[config.mk]
export PLATFORM = sky130hd
export DESIGN_NAME = read_fifo_pixel_unpack
export DESIGN_NICKNAME = d
export VERILOG_FILES = /design/src/rtl/read_fifo_pixel_unpack.sv
export SDC_FILE = /design/constraint.sdc
export NUM_CORES = 1
export LEC_CHECK = 0
export CAP_MARGIN = 20
export CORE_ASPECT_RATIO = 0.5
export CORE_MARGIN = 5
export CORE_UTILIZATION = 44
export DETAILED_ROUTE_END_ITERATION = 7
export PLACE_DENSITY = 0.87
export SLEW_MARGIN = 20
export SYNTH_ARGS = -nofsm -noshare
export SYNTH_HDL_FRONTEND = slang
export SYNTH_SLANG_ARGS = --single-unit
[constraint.sdc]
create_clock -name rd_clk -period 2.3 [get_ports rd_clk]
set_input_delay 0.46 -clock rd_clk [delete_from_list [all_inputs] [get_ports rd_clk]]
set_output_delay 0.46 -clock rd_clk [all_outputs]
set_load 0.1 [all_outputs]
[src/rtl/read_fifo_pixel_unpack.sv]
// read_fifo_pixel_unpack: unpacks show-ahead FIFO words into a pixel stream
// aligned (one cycle late) with the incoming vs/hs/de timing. Partial words
// are flushed at every frame start; missing data is replaced by a fixed
// colour so a late burst never shifts the image.
//
// Handshake: fifo_data is valid whenever fifo_vld=1; a word transfers on a
// rising rd_clk edge where fifo_vld & fifo_rd_en. fifo_rd_en never depends on
// fifo_vld, so there is no combinational loop through the FIFO.
module read_fifo_pixel_unpack #(
  parameter int                   PIX_WIDTH     = 16,
  parameter int                   WORD_WIDTH    = 32,
  parameter logic [PIX_WIDTH-1:0] UNDERFLOW_PIX = 16'hF800
) (
  input  logic                  rd_clk,
  input  logic                  rd_rst,
  input  logic [WORD_WIDTH-1:0] fifo_data,
  input  logic                  fifo_vld,
  output logic                  fifo_rd_en,
  input  logic                  vs_in,
  input  logic                  hs_in,
  input  logic                  de_in,
  output logic                  vs_out,
  output logic                  hs_out,
  output logic                  de_out,
  output logic [PIX_WIDTH-1:0]  pix_data,
  output logic                  underflow,
  output logic                  misalign,
  output logic [15:0]           underflow_cnt,
  output logic                  state_dbg_o
);

  // WORD_WIDTH must be RATIO*PIX_WIDTH with RATIO in {1,2,4,8}.
  localparam int RATIO  = WORD_WIDTH / PIX_WIDTH;
  localparam int LANE_W = (RATIO > 1) ? $clog2(RATIO) : 1;
  localparam logic [LANE_W-1:0] LANE_LAST = LANE_W'(RATIO - 1);

  typedef enum logic {IDLE = 1'b0, ACTIVE = 1'b1} state_e;

  state_e                  state_q, state_d;
  logic                    vs_d_q;
  logic [WORD_WIDTH-1:0]   word_q, word_d;
  logic                    word_vld_q, word_vld_d;
  logic [LANE_W-1:0]       lane_q, lane_d;
  logic                    vs_out_q, hs_out_q, de_out_q;
  logic [PIX_WIDTH-1:0]    pix_q, pix_d;
  logic                    underflow_q, underflow_d;
  logic                    misalign_q, misalign_d;
  logic [15:0]             cnt_q, cnt_d;
  logic [PIX_WIDTH-1:0]    lane_pix;

  logic active, vs_rise, consume, emit, last, load;

  assign active  = (state_q == ACTIVE);
  assign vs_rise = vs_in & ~vs_d_q;
  assign consume = active & de_in & ~vs_rise;
  assign emit    = consume & word_vld_q;
  assign last    = emit & (lane_q == LANE_LAST);
  // Pop when the holding register is empty or is being drained this cycle.
  assign fifo_rd_en = active & ~vs_rise & (~word_vld_q | last);
  assign load       = fifo_vld & fifo_rd_en;

  assign vs_out        = vs_out_q;
  assign hs_out        = hs_out_q;
  assign de_out        = de_out_q;
  assign pix_data      = pix_q;
  assign underflow     = underflow_q;
  assign misalign      = misalign_q;
  assign underflow_cnt = cnt_q;
  assign state_dbg_o   = active;

  // Select the current lane of the held word (lane 0 = least significant).
  always_comb begin
    lane_pix = '0;
    for (int i = 0; i < RATIO; i++) begin
      if (lane_q == LANE_W'(i)) lane_pix = word_q[i*PIX_WIDTH +: PIX_WIDTH];
    end
  end

  // Next-state: mode, holding register, lane counter and output pixel.
  always_comb begin
    state_d     = state_q;
    word_d      = word_q;
    word_vld_d  = word_vld_q;
    lane_d      = lane_q;
    pix_d       = '0;
    underflow_d = 1'b0;
    misalign_d  = 1'b0;
    cnt_d       = cnt_q;

    if (vs_rise) state_d = ACTIVE;

    if (emit) lane_d = (RATIO == 1) ? '0 : lane_q + LANE_W'(1);
    if (last) word_vld_d = 1'b0;
    if (load) begin
      word_d     = fifo_data;
      word_vld_d = 1'b1;
      lane_d     = '0;
    end

    // Frame start drops any partially used word.
    if (vs_rise) begin
      word_vld_d = 1'b0;
      lane_d     = '0;
      misalign_d = active & word_vld_q & (lane_q != '0);
    end

    // Active pixel: real data if held, otherwise the fill colour.
    if ((active | vs_rise) & de_in) begin
      if (emit) begin
        pix_d = lane_pix;
      end else begin
        pix_d       = UNDERFLOW_PIX;
        underflow_d = 1'b1;
        if (cnt_q != 16'hFFFF) cnt_d = cnt_q + 16'd1;
      end
    end
  end

  // State and output registers; everything clears asynchronously.
  always_ff @(posedge rd_clk or posedge rd_rst) begin
    if (rd_rst) begin
      state_q     <= IDLE;
      vs_d_q      <= 1'b0;
      word_q      <= '0;
      word_vld_q  <= 1'b0;
      lane_q      <= '0;
      vs_out_q    <= 1'b0;
      hs_out_q    <= 1'b0;
      de_out_q    <= 1'b0;
      pix_q       <= '0;
      underflow_q <= 1'b0;
      misalign_q  <= 1'b0;
      cnt_q       <= '0;
    end else begin
      state_q     <= state_d;
      vs_d_q      <= vs_in;
      word_q      <= word_d;
      word_vld_q  <= word_vld_d;
      lane_q      <= lane_d;
      vs_out_q    <= vs_in;
      hs_out_q    <= hs_in;
      de_out_q    <= de_in;
      pix_q       <= pix_d;
      underflow_q <= underflow_d;
      misalign_q  <= misalign_d;
      cnt_q       <= cnt_d;
    end
  end

endmodule
After elaboration in Yosys (flattened, before gate mapping):

Index checks and enable logic that the tools add are counted.

* flip-flop bits (word level): 72
* logic and storage cells: 46
* bits of input ports: 38

* equality and inequality tests: 1
* reduce and logical (&&, ||, !) cells: 3
* multiplexer cells: 12
* bitwise operators: 17
* add/subtract/negate cells: 2

Operators by type and width (number)
* 2-to-1 mux 16 bit: 3
* adder 16 x 1 -> 16 bit, second input constant: 1
* inequality test 16 bit, second input constant: 1
* bitwise AND 1 bit: 11
* 2-to-1 mux 1 bit: 9
* nonzero test 3 bit: 2
* NOT 1 bit: 4
* AND reduction 3 bit: 1
* bitwise OR 1 bit: 2
* adder 1 bit, second input constant: 1

Depth between registers and ports, before layout:

Gate-level depths: netlist of the first run.

* word-level depth: 11
* depth in mapped cells: 6
* mapped depth without buffers: 5

Least setup slack after synthesis of the first run:

OpenSTA, ideal clock, no wires.

* path kind: register -> register
* start point: register, netlist name vs_out
* end point: register word_q[0]
* setup time: 128 ps
* data arrival time: 3434 ps
* path buffers: 1
* clock period less this slack: 3561 ps
* setup slack: -1261 ps
* stages on the path, launching flop included: 6
* path through: dfrtp_1 > nor2b_1 > a211oi_2 > nand2_1 > buf_2 > mux2_1

RTL lines
* end signal: assignment: line 137 `word_q <= word_d;`
* end: declaration: line 41 `logic [WORD_WIDTH-1:0] word_q, word_d;`

Final worst setup path of the first run:

* start point: input port vs_in
* end point: output port fifo_rd_en

* cells in the longest elaborated chain, start to end: 7
* elaborated cells between the ends (all ways): 8
* those cells by class: bitwise: 8

RTL lines
* start: declaration: line 19 `input logic vs_in,`
* bitwise AND 1 bit *: line 54 `assign vs_rise = vs_in & ~vs_d_q;`
* NOT 1 bit *: line 55, 59
* bitwise AND 1 bit: line 55 `assign consume = active & de_in & ~vs_rise;`
* bitwise AND 1 bit: line 56 `assign emit = consume & word_vld_q;`
* bitwise AND 1 bit: line 57 `assign last = emit & (lane_q == LANE_LAST);`
* bitwise OR 1 bit: line 59 `assign fifo_rd_en = active & ~vs_rise & (~word_vld_q | last);`
* bitwise AND 1 bit *: line 59
* end: declaration: line 18 `output logic fifo_rd_en,`

Mark *: on every way between the ends. The rest lies on a longest branch, timed or not.

==> results.py, run 1 <==
metrics = {
    "worst_setup_path": {
        "required_ps": 1840,
        "worstSetupStartpoint": "vs_in",
        "worst-path-max-fanout": 7,
        "worst-path-buf-inv": 3,
        "cp_slowest_cell": "clkdlybuf4s50_1",
        "endpoint_kind": "primary output",
        "critPathKind": "in -> out",
        "r2r-start": "word_vld_q",
        "max_stage_delay_ps": 440,
        "path_cells": "clkdlybuf4s50_1, nor2b_1, buf_4, a211oi_4, buf_12",
        "startpoint_type": "input port",
        "worstPathArrival_ps": 1670,
        "critPathTopFamily": "buffers and inverters",
    },
    "clocking": {
        "cts_hold_buf": 0,
        "root_buffer": "clkbuf_16",
        "post_cts_buffers": 0,
        "cts_tree": "done",
        "clock_path_buffers": 2,
        "clkLatencyLatePin_ps": 320,
        "htree_levels": 3,
        "post_cts_resized": 0,
        "clkSinkCount": 72,
        "clk_pin_slew_ps": 50,
        "numCtsBuffers": 9,
    },
    "place": {
        "numPortBuffers": 76,
        "gp_congestion": 0.814,
        "hpwl_um": 4640,
    },
    "floorplanning": {
        "fp.dieArea_um2": 8840,
        "initial_core_util_pct": 45.6,
        "die_x_um": 128,
        "io_pins": 77,
        "core_um2": 6730,
        "die_y_um": 69.0,
        "core.rowCount": 21,
    },
    "finish": {
        "antenna_cells": 0,
        "syn_to_final_growth_pct": 37.9,
        "fin_nets": 351,
        "multi_input_area_um2": 1230,
        "seqCellArea_um2": 1810,
        "nFillCells": 519,
        "drive_above_1_share_pct": 28.4,
        "utilization_pct": 62.9,
    },
    "logic_synthesis": {
        "ys_seq_area_share_pct": 58.8,
        "synth_ff_type": "dfrtp_1",
        "yosysMostFrequentCell": "dfrtp_1",
        "syn_avg_cell_area_um2": 13.5,
        "ys_ff_latch": 72,
        "synth_area_leaders": "dfrtp_1 59%, mux2_1 11%, mux2i_1 5.9%, xor2_1 2.9%, nor2_1 2.4%",
        "synth_common_cells": "72 x dfrtp_1, 30 x mux2_1, 20 x nor2_1, 18 x mux2i_1, 13 x nand2_1",
        "async_flop_share_pct": 100,
        "syn-instance-count": 227,
        "synth_area_um2": 3070,
        "synth-edff-count": 0,
        "yosys.area.top_type_share_pct": 58.8,
        "synth_fp_nets": 266,
        "yosysUniqueCellTypes": 45,
        "synth_top_cell_by_area": "dfrtp_1",
        "ys_warn_count": 0,
    },
    "sta": {
        "drv_slew": 0,
        "tns_ps": 0,
        "slew_headroom_pct": 68.6,
        "worstMarginPinSlew_ps": 470,
        "setup_viol": 0,
        "period_share_pct": 92.6,
        "post-route-min-period_ps": 2130,
        "rsz0062_at_grt": "false",
        "timing.hold.ws_ps": 448,
        "hold_viol": 0,
        "finClkSkew_ps": 4.17,
        "fmax_mhz": 469,
    },
    "run": {
        "maxCapViolations": 0,
    },
    "global_route": {
        "met2_usage_pct": 26.4,
        "grtUsageMet1_pct": 19.4,
        "met3_usage_pct": 4.63,
        "antenna_found_initial": 0,
        "overflow": 0,
        "grt_max_degree": 54,
        "grtUsageTotal_pct": 15.9,
        "busiest_layer": "met2",
        "grt_pass1_vias": 2214,
        "grt_pass1_wl_um": 11300,
    },
    "power_and_ir_drop": {
        "vdd_drop_max_uv": 474,
        "p_leak_nw": 1.91,
        "p_per_area_nw_per_um2": 1060,
    },
    "drt": {
        "wirelength_um": 6640,
        "firstDrtPassIters": 4,
        "drc": 0,
        "antenna_left": 0,
        "wl_per_cell_um": 16.2,
        "drt_first_iter_violations": 206,
        "vias_per_cell": 5.06,
        "num_vias": 2069,
    },
    "worst_hold_path": {
        "worstHoldPathType": "in -> async",
    },
    "outcome": {
        "status": "completed",
    },
}
==> power by group <==
part           leakage [nW]  total (mW)  internal, mW  switching [mW]
sequential            0.883        1.70          1.50           0.196
clock                 0.141        1.40         0.898           0.500
combinational         0.882        1.40         0.446           0.955
==> cells in the final DEF (no fill, tap or decap), drive strengths merged, types with 2 or more instances in the layout <==
cell type,n
a211o,2
a211oi,2
a21oi,6
a22oi,2
and2b,2
buf,45
clkbuf,12
clkdlybuf4s50,37
clkinvlp,3
dfrtp,72
inv,3
mux2,34
mux2i,18
nand2,13
nand2b,2
nand3,5
nand4,4
nor2,20
nor3,4
nor4,3
nor4b,2
o21a,2
xor2,10
==> final cells by class <==
type | count | share of cell area, %
well taps | 92 | 2.72
repair buffers | 82 | 17.6
clock buffers | 12 | 6.07
multi-input cells | 144 | 29.2
inverters | 3 | 0.385
clock inverters | 4 | 1.24
flip-flops and latches | 72 | 42.7
==> routing by layer <==
layer,vias up,routed length [µm]
li1,974,-
met4,0,126
met5,-,0
met2,61,3530
met1,1021,2630
met3,13,355
==> state kept, by name (all words and copies together), names as in the netlist <==
signal and flops:
word_vld_q 1, de_out 1, underflow 1, hs_out 1, lane_q 1, word_q 32
misalign 1, state_dbg_o 1, vs_out 1, pix_data 16, underflow_cnt 16
==> worst paths after layout <==
path	endpoint	slack, ps	depth (start not counted)
max in group asynchronous	vs_out	1220	3
max	fifo_rd_en	170	5
min reg2reg	word_q[21]	490	1
min in group rd_clk	word_q[21]	490	1
min	hs_out	450	2
max reg2reg	underflow_cnt[13]	490	4
==> metrics by stage <==
stage	instances	total power, mW	worst slack (ps)	instance area (µm²)
after floorplan	227	2.75	-364	3120
after global placement	393	3.07	110	3920
after detailed placement	393	3.12	95.1	3920
after CTS	409	4.54	169	4230
after global routing	409	4.69	129	4230
final	409	4.50	170	4230
==> cell families (layout without fill, tap and decap cells) <==
| group | after synthesis | after routing | share of synthesized area (%) |
|---|---|---|---|
| buffers and inverters | 11 | 101 | 2.28 |
| AO/OA/AOI/OAI | 19 | 19 | 5.06 |
| XOR/XNOR | 11 | 11 | 3.14 |
| AND/OR/NAND/NOR | 61 | 61 | 11.9 |
| multiplexers | 52 | 52 | 18.5 |
| adder cells (fa/ha/maj) | 1 | 1 | 0.408 |
| flip-flops | 72 | 72 | 58.8 |
Power figures use the tool's default switching activity.
==> run 2: changes to the inputs <==
Settings changed: CORE_UTILIZATION 44 to 45, CTS_BUF_LIST set to sky130_fd_sc_hd__clkbuf_8, PLACE_DENSITY 0.87 to 0.88.
==> run 2 against run 1 <==
Against the previous run:
- fmax is 3.8% higher
- worst setup slack better by 78 ps
- clock-buffer cell count is 3 lower
- sequential power hardly changed
- worst hold slack better by 4.1 ps
- first-iteration DRC count is 4.4% lower
- via count is 2.9% higher
- die area is 2.0% lower
- routed wire length is 1.4% lower
- critical path type unchanged
- critical endpoint unchanged
==> results.py, run 2 (synthesized netlist as in run 1, its figures left out) <==
metrics = {
    "floorplanning": {
        "io_pins": 77,
        "core.rowCount": 21,
        "core_um2": 6650,
        "initial_core_util_pct": 46.1,
        "fp.dieArea_um2": 8670,
        "die_x_um": 127,
        "die_y_um": 68.4,
    },
    "clocking": {
        "post_cts_buffers": 0,
        "numCtsBuffers": 9,
        "clk_pin_slew_ps": 70,
        "clkSinkCount": 72,
        "clkLatencyLatePin_ps": 350,
        "cts_tree": "done",
        "cts_hold_buf": 0,
        "clock_path_buffers": 2,
        "htree_levels": 3,
        "post_cts_resized": 0,
        "root_buffer": "clkbuf_8",
    },
    "worst_setup_path": {
        "cp_slowest_cell": "clkdlybuf4s50_1",
        "endpoint_kind": "primary output",
        "reg2reg_to": "underflow_cnt[13]",
        "crit_path_end": "fifo_rd_en",
        "worstPathArrival_ps": 1590,
        "worstSetupStartpoint": "de_in",
        "rrSetupSlack_ps": 430,
        "path_depth": 4,
        "reg2reg_depth": 4,
        "max_stage_delay_ps": 480,
        "path_cells": "clkdlybuf4s50_1, nand2_1, a211oi_4, buf_12",
        "worst-path-max-fanout": 2,
        "critPathTopFamily": "buffers and inverters",
        "required_ps": 1840,
        "critPathKind": "in -> out",
        "worst-path-buf-inv": 2,
        "r2r-start": "word_vld_q",
        "startpoint_type": "input port",
    },
    "sta": {
        "fin_ws_ps": 247,
        "post-route-min-period_ps": 2050,
        "fmax_mhz": 487,
        "finClkSkew_ps": 6.09,
        "slew_headroom_pct": 66.9,
        "setup_viol": 0,
        "worstMarginPinSlew_ps": 496,
        "rsz0062_at_grt": "false",
        "hold_viol": 0,
        "period_share_pct": 89.2,
        "timing.hold.ws_ps": 452,
        "drv_slew": 0,
    },
    "place": {
        "hpwl_um": 4820,
        "place_ws_ps": 40.3,
        "numPortBuffers": 76,
        "gp_congestion": 0.817,
    },
    "global_route": {
        "grt_pass1_wl_um": 11000,
        "grt_max_degree": 30,
        "antenna_found_initial": 0,
        "grtUsageTotal_pct": 16.5,
        "grt_pass1_vias": 2200,
        "overflow": 0,
    },
    "drt": {
        "drc": 0,
        "firstDrtPassIters": 4,
        "num_vias": 2129,
        "drt_first_iter_violations": 197,
        "wl_per_cell_um": 15.9,
        "vias_per_cell": 5.18,
        "antenna_left": 0,
        "wirelength_um": 6550,
    },
    "finish": {
        "fin_nets": 353,
        "syn_to_final_growth_pct": 36.0,
        "nFillCells": 495,
        "largest_reg_flops": 32,
        "antenna_cells": 0,
        "largest_register": "word_q",
        "utilization_pct": 62.7,
        "mostFrequentLayoutCell": "dfrtp_1",
        "layout_common_cells": "68 x dfrtp_1, 42 x buf_4, 37 x clkdlybuf4s50_1, 22 x mux2_1, 20 x nor2_1",
        "drive_above_1_share_pct": 28.8,
    },
    "run": {
        "maxCapViolations": 0,
    },
    "worst_hold_path": {
        "worstHoldPathType": "in -> async",
    },
    "power_and_ir_drop": {
        "p_per_area_nw_per_um2": 997,
        "p_leak_nw": 1.90,
        "vdd_drop_max_uv": 493,
    },
    "outcome": {
        "status": "completed",
    },
}
==> run 2: worst min path at each step <==
stage	startpoint	end	slack, ps
final	rd_rst	hs_out	450
after global routing	rd_rst	hs_out	490
after CTS	rd_rst	underflow_cnt[13]	460
after detailed placement	word_q[28]	word_q[28]	480
after global placement	word_q[8]	word_q[8]	470
after floorplan	word_q[0]	word_q[0]	460
==> run 2: area by class of cell <==
type	instances	area, µm²	share of cell area, %
clock inverters	7	87.6	2.10
flip-flops and latches	72	1810	43.3
inverters	3	16.3	0.390
well taps	92	115	2.76
multi-input cells	144	1230	29.6
clock buffers	9	124	2.97
repair buffers	84	786	18.8
==> run 2: power by group <==
group	total [mW]	switching [mW]	internal (mW)
clock network	1.06	0.459	0.602
registers	1.69	0.188	1.50
logic	1.41	0.955	0.454
==> run 2: stage by stage <==
step                setup TNS, ps  power (mW)  instance area, µm²  cells
finish                          0        4.16                4170    411
global route                    0        4.34                4170    411
CTS                             0        4.20                4170    411
detailed placement              0        3.13                3960    395
global placement                0        3.09                3960    395
floorplan                  -11210        2.75                3120    227
==> run 2: layer usage <==
metal | up-vias | GRT usage [%] | share of wire [%] | wire length (µm)
li1 | 984 | - | - | -
met1 | 1084 | 19.2 | 41 | 2700
met5 | - | 0 | 0 | 0
met4 | 0 | 7.49 | 2.2 | 142
met2 | 46 | 28.6 | 53 | 3450
met3 | 15 | 5.30 | 3.9 | 256
==> run 3: changes to the inputs <==
Settings changed: CTS_BUF_LIST sky130_fd_sc_hd__clkbuf_8 to sky130_fd_sc_hd__clkbuf_4, CTS_CLUSTER_SIZE set to 24, SLEW_MARGIN 20 to 40.
==> run 3 against run 2 <==
Against the previous run:
- non-clock buffer count did not move
- flip-flop and latch count is the same
- total power fell by 4.4%
- via count fell by 1.3%
- global-route usage fell by 0.44 points
- critical path depth did not move
- clock-buffer cell count grew 1
- clock skew rose by 5.0 ps
- combinational power about the same
- cell area decreased by 1.3%
- clock power shrank 17%
- highest routed layer unchanged
- largest cell class unchanged
- fmax fell by 0.23%
==> results.py, run 3 (synthesized netlist as in run 1, its figures left out) <==
metrics = {
    "worst_setup_path": {
        "required_ps": 1840,
        "worstPathArrival_ps": 1600,
        "cp_slowest_cell": "clkdlybuf4s50_1",
        "worst-path-max-fanout": 2,
        "startpoint_type": "input port",
        "critPathKind": "in -> out",
        "reg2reg_depth": 4,
        "max_stage_delay_ps": 480,
        "endpoint_kind": "primary output",
        "path_cells": "clkdlybuf4s50_1, nand2_1, a211oi_4, buf_12",
    },
    "floorplanning": {
        "io_pins": 77,
        "core_um2": 6650,
        "die_x_um": 127,
        "die_y_um": 68.4,
        "fp.dieArea_um2": 8670,
        "core.rowCount": 21,
        "initial_core_util_pct": 46.1,
    },
    "sta": {
        "hold_viol": 0,
        "worstMarginPinSlew_ps": 511,
        "period_share_pct": 89.4,
        "fmax_mhz": 486,
        "setup_viol": 0,
        "rsz0062_at_grt": "false",
        "post-route-min-period_ps": 2060,
        "finClkSkew_ps": 11.1,
        "slew_headroom_pct": 65.9,
        "drv_slew": 0,
    },
    "power_and_ir_drop": {
        "p_leak_nw": 1.88,
        "switchingPower_mw": 1.57,
        "p_int_mw": 2.40,
        "clockPowerShare_pct": 22.2,
        "power_mw": 3.98,
        "comb_power_share_pct": 35.4,
        "p_sw_share_pct": 39.6,
        "vdd_drop_max_uv": 529,
        "power_frac_seq_pct": 42.4,
        "p_per_area_nw_per_um2": 966,
    },
    "place": {
        "hpwl_um": 4820,
        "dp_cells": 395,
        "numPortBuffers": 76,
        "gp_congestion": 0.817,
    },
    "clocking": {
        "htree_levels": 3,
        "cts_tree": "done",
        "post_cts_buffers": 0,
        "post_cts_resized": 0,
        "clock_path_buffers": 2,
        "numCtsBuffers": 9,
        "clkLatencyLatePin_ps": 430,
        "clk_pin_slew_ps": 110,
        "cts_hold_buf": 0,
        "clkSinkCount": 72,
        "root_buffer": "clkbuf_4",
    },
    "finish": {
        "largest_register": "word_q",
        "layout_common_cells": "68 x dfrtp_1, 42 x buf_4, 37 x clkdlybuf4s50_1, 22 x mux2_1, 20 x nor2_1",
        "fin_nets": 353,
        "seqCellArea_um2": 1810,
        "syn_to_final_growth_pct": 34.3,
        "drive_above_1_share_pct": 29.2,
        "antenna_cells": 0,
        "final_cells": 411,
        "largest_reg_flops": 32,
        "nFillCells": 501,
        "multi_input_area_um2": 1230,
        "mostFrequentLayoutCell": "dfrtp_1",
    },
    "global_route": {
        "grt_max_degree": 30,
        "antenna_found_initial": 0,
        "grt_pass1_vias": 2165,
        "overflow": 0,
        "grt_pass1_wl_um": 10700,
        "grtUsageTotal_pct": 16.1,
    },
    "drt": {
        "drc": 0,
        "firstDrtPassIters": 5,
        "wl_per_cell_um": 15.7,
        "drt_first_iter_violations": 119,
        "wirelength_um": 6440,
        "vias_per_cell": 5.11,
        "num_vias": 2102,
        "antenna_left": 0,
        "wl_met1_um": 2660,
        "top_layer": "met4",
        "wl_met3_um": 289,
        "met2WireLength_um": 3410,
    },
    "outcome": {
        "status": "completed",
    },
    "run": {
        "maxCapViolations": 0,
    },
    "worst_hold_path": {
        "worstHoldPathType": "in -> async",
    },
}
[run 3: per-layer routing]
metal  global-route usage (%)  vias up
met1                     18.7     1060
li1                         -      993
met4                     6.15        0
met2                     28.0       42
met3                     5.69        7
met5                        0        -
[run 3: metrics by stage]
stage               TNS [ps]  util (%)  hold WS, ps  worst slack, ps  cell area (µm²)
floorplan             -11210         -          464             -364             3120
finish                     0      61.9          364              243             4120
global placement           0      59.6          473              126             3960
global route               0      61.9          391              187             4120
CTS                        0      61.9          361              240             4120
detailed placement         0      59.6          482             40.3             3960
[run 3: path summary, 6_finish.rpt]
kind,from,to,slack [ps]
max in group asynchronous,rd_rst,word_q[6],1420
hold / removal,rd_rst,underflow_cnt[13],360
hold reg to reg,word_q[28],word_q[28],500
min in group rd_clk,hs_in,hs_out,460
setup / recovery,de_in,fifo_rd_en,240
setup reg to reg,word_vld_q,underflow_cnt[13],480
[run 3: critical path, delay by kind of cell]
family | cells | cell delay [ps]
AO/OA/AOI/OAI | 1 | 330
buffers and inverters | 2 | 700
AND/OR/NAND/NOR | 1 | 100
[run 3: layout make-up]
class | instances | share of cell area (%)
clock inverters | 6 | 2.04
well taps | 92 | 2.80
flip-flops and latches | 72 | 43.9
inverters | 3 | 0.395
multi-input cells | 144 | 30.0
repair buffers | 84 | 19.1
clock buffers | 10 | 1.82
[run 3: power groups by stage]
stage / logic, mW / clock network, mW / registers, mW
finish: 1.41 / 0.882 / 1.69
global placement: 1.39 / 0 / 1.70
global route: 1.48 / 0.957 / 1.72
CTS: 1.42 / 0.908 / 1.69
detailed placement: 1.42 / 0 / 1.71
floorplan: 0.441 / 0 / 2.31
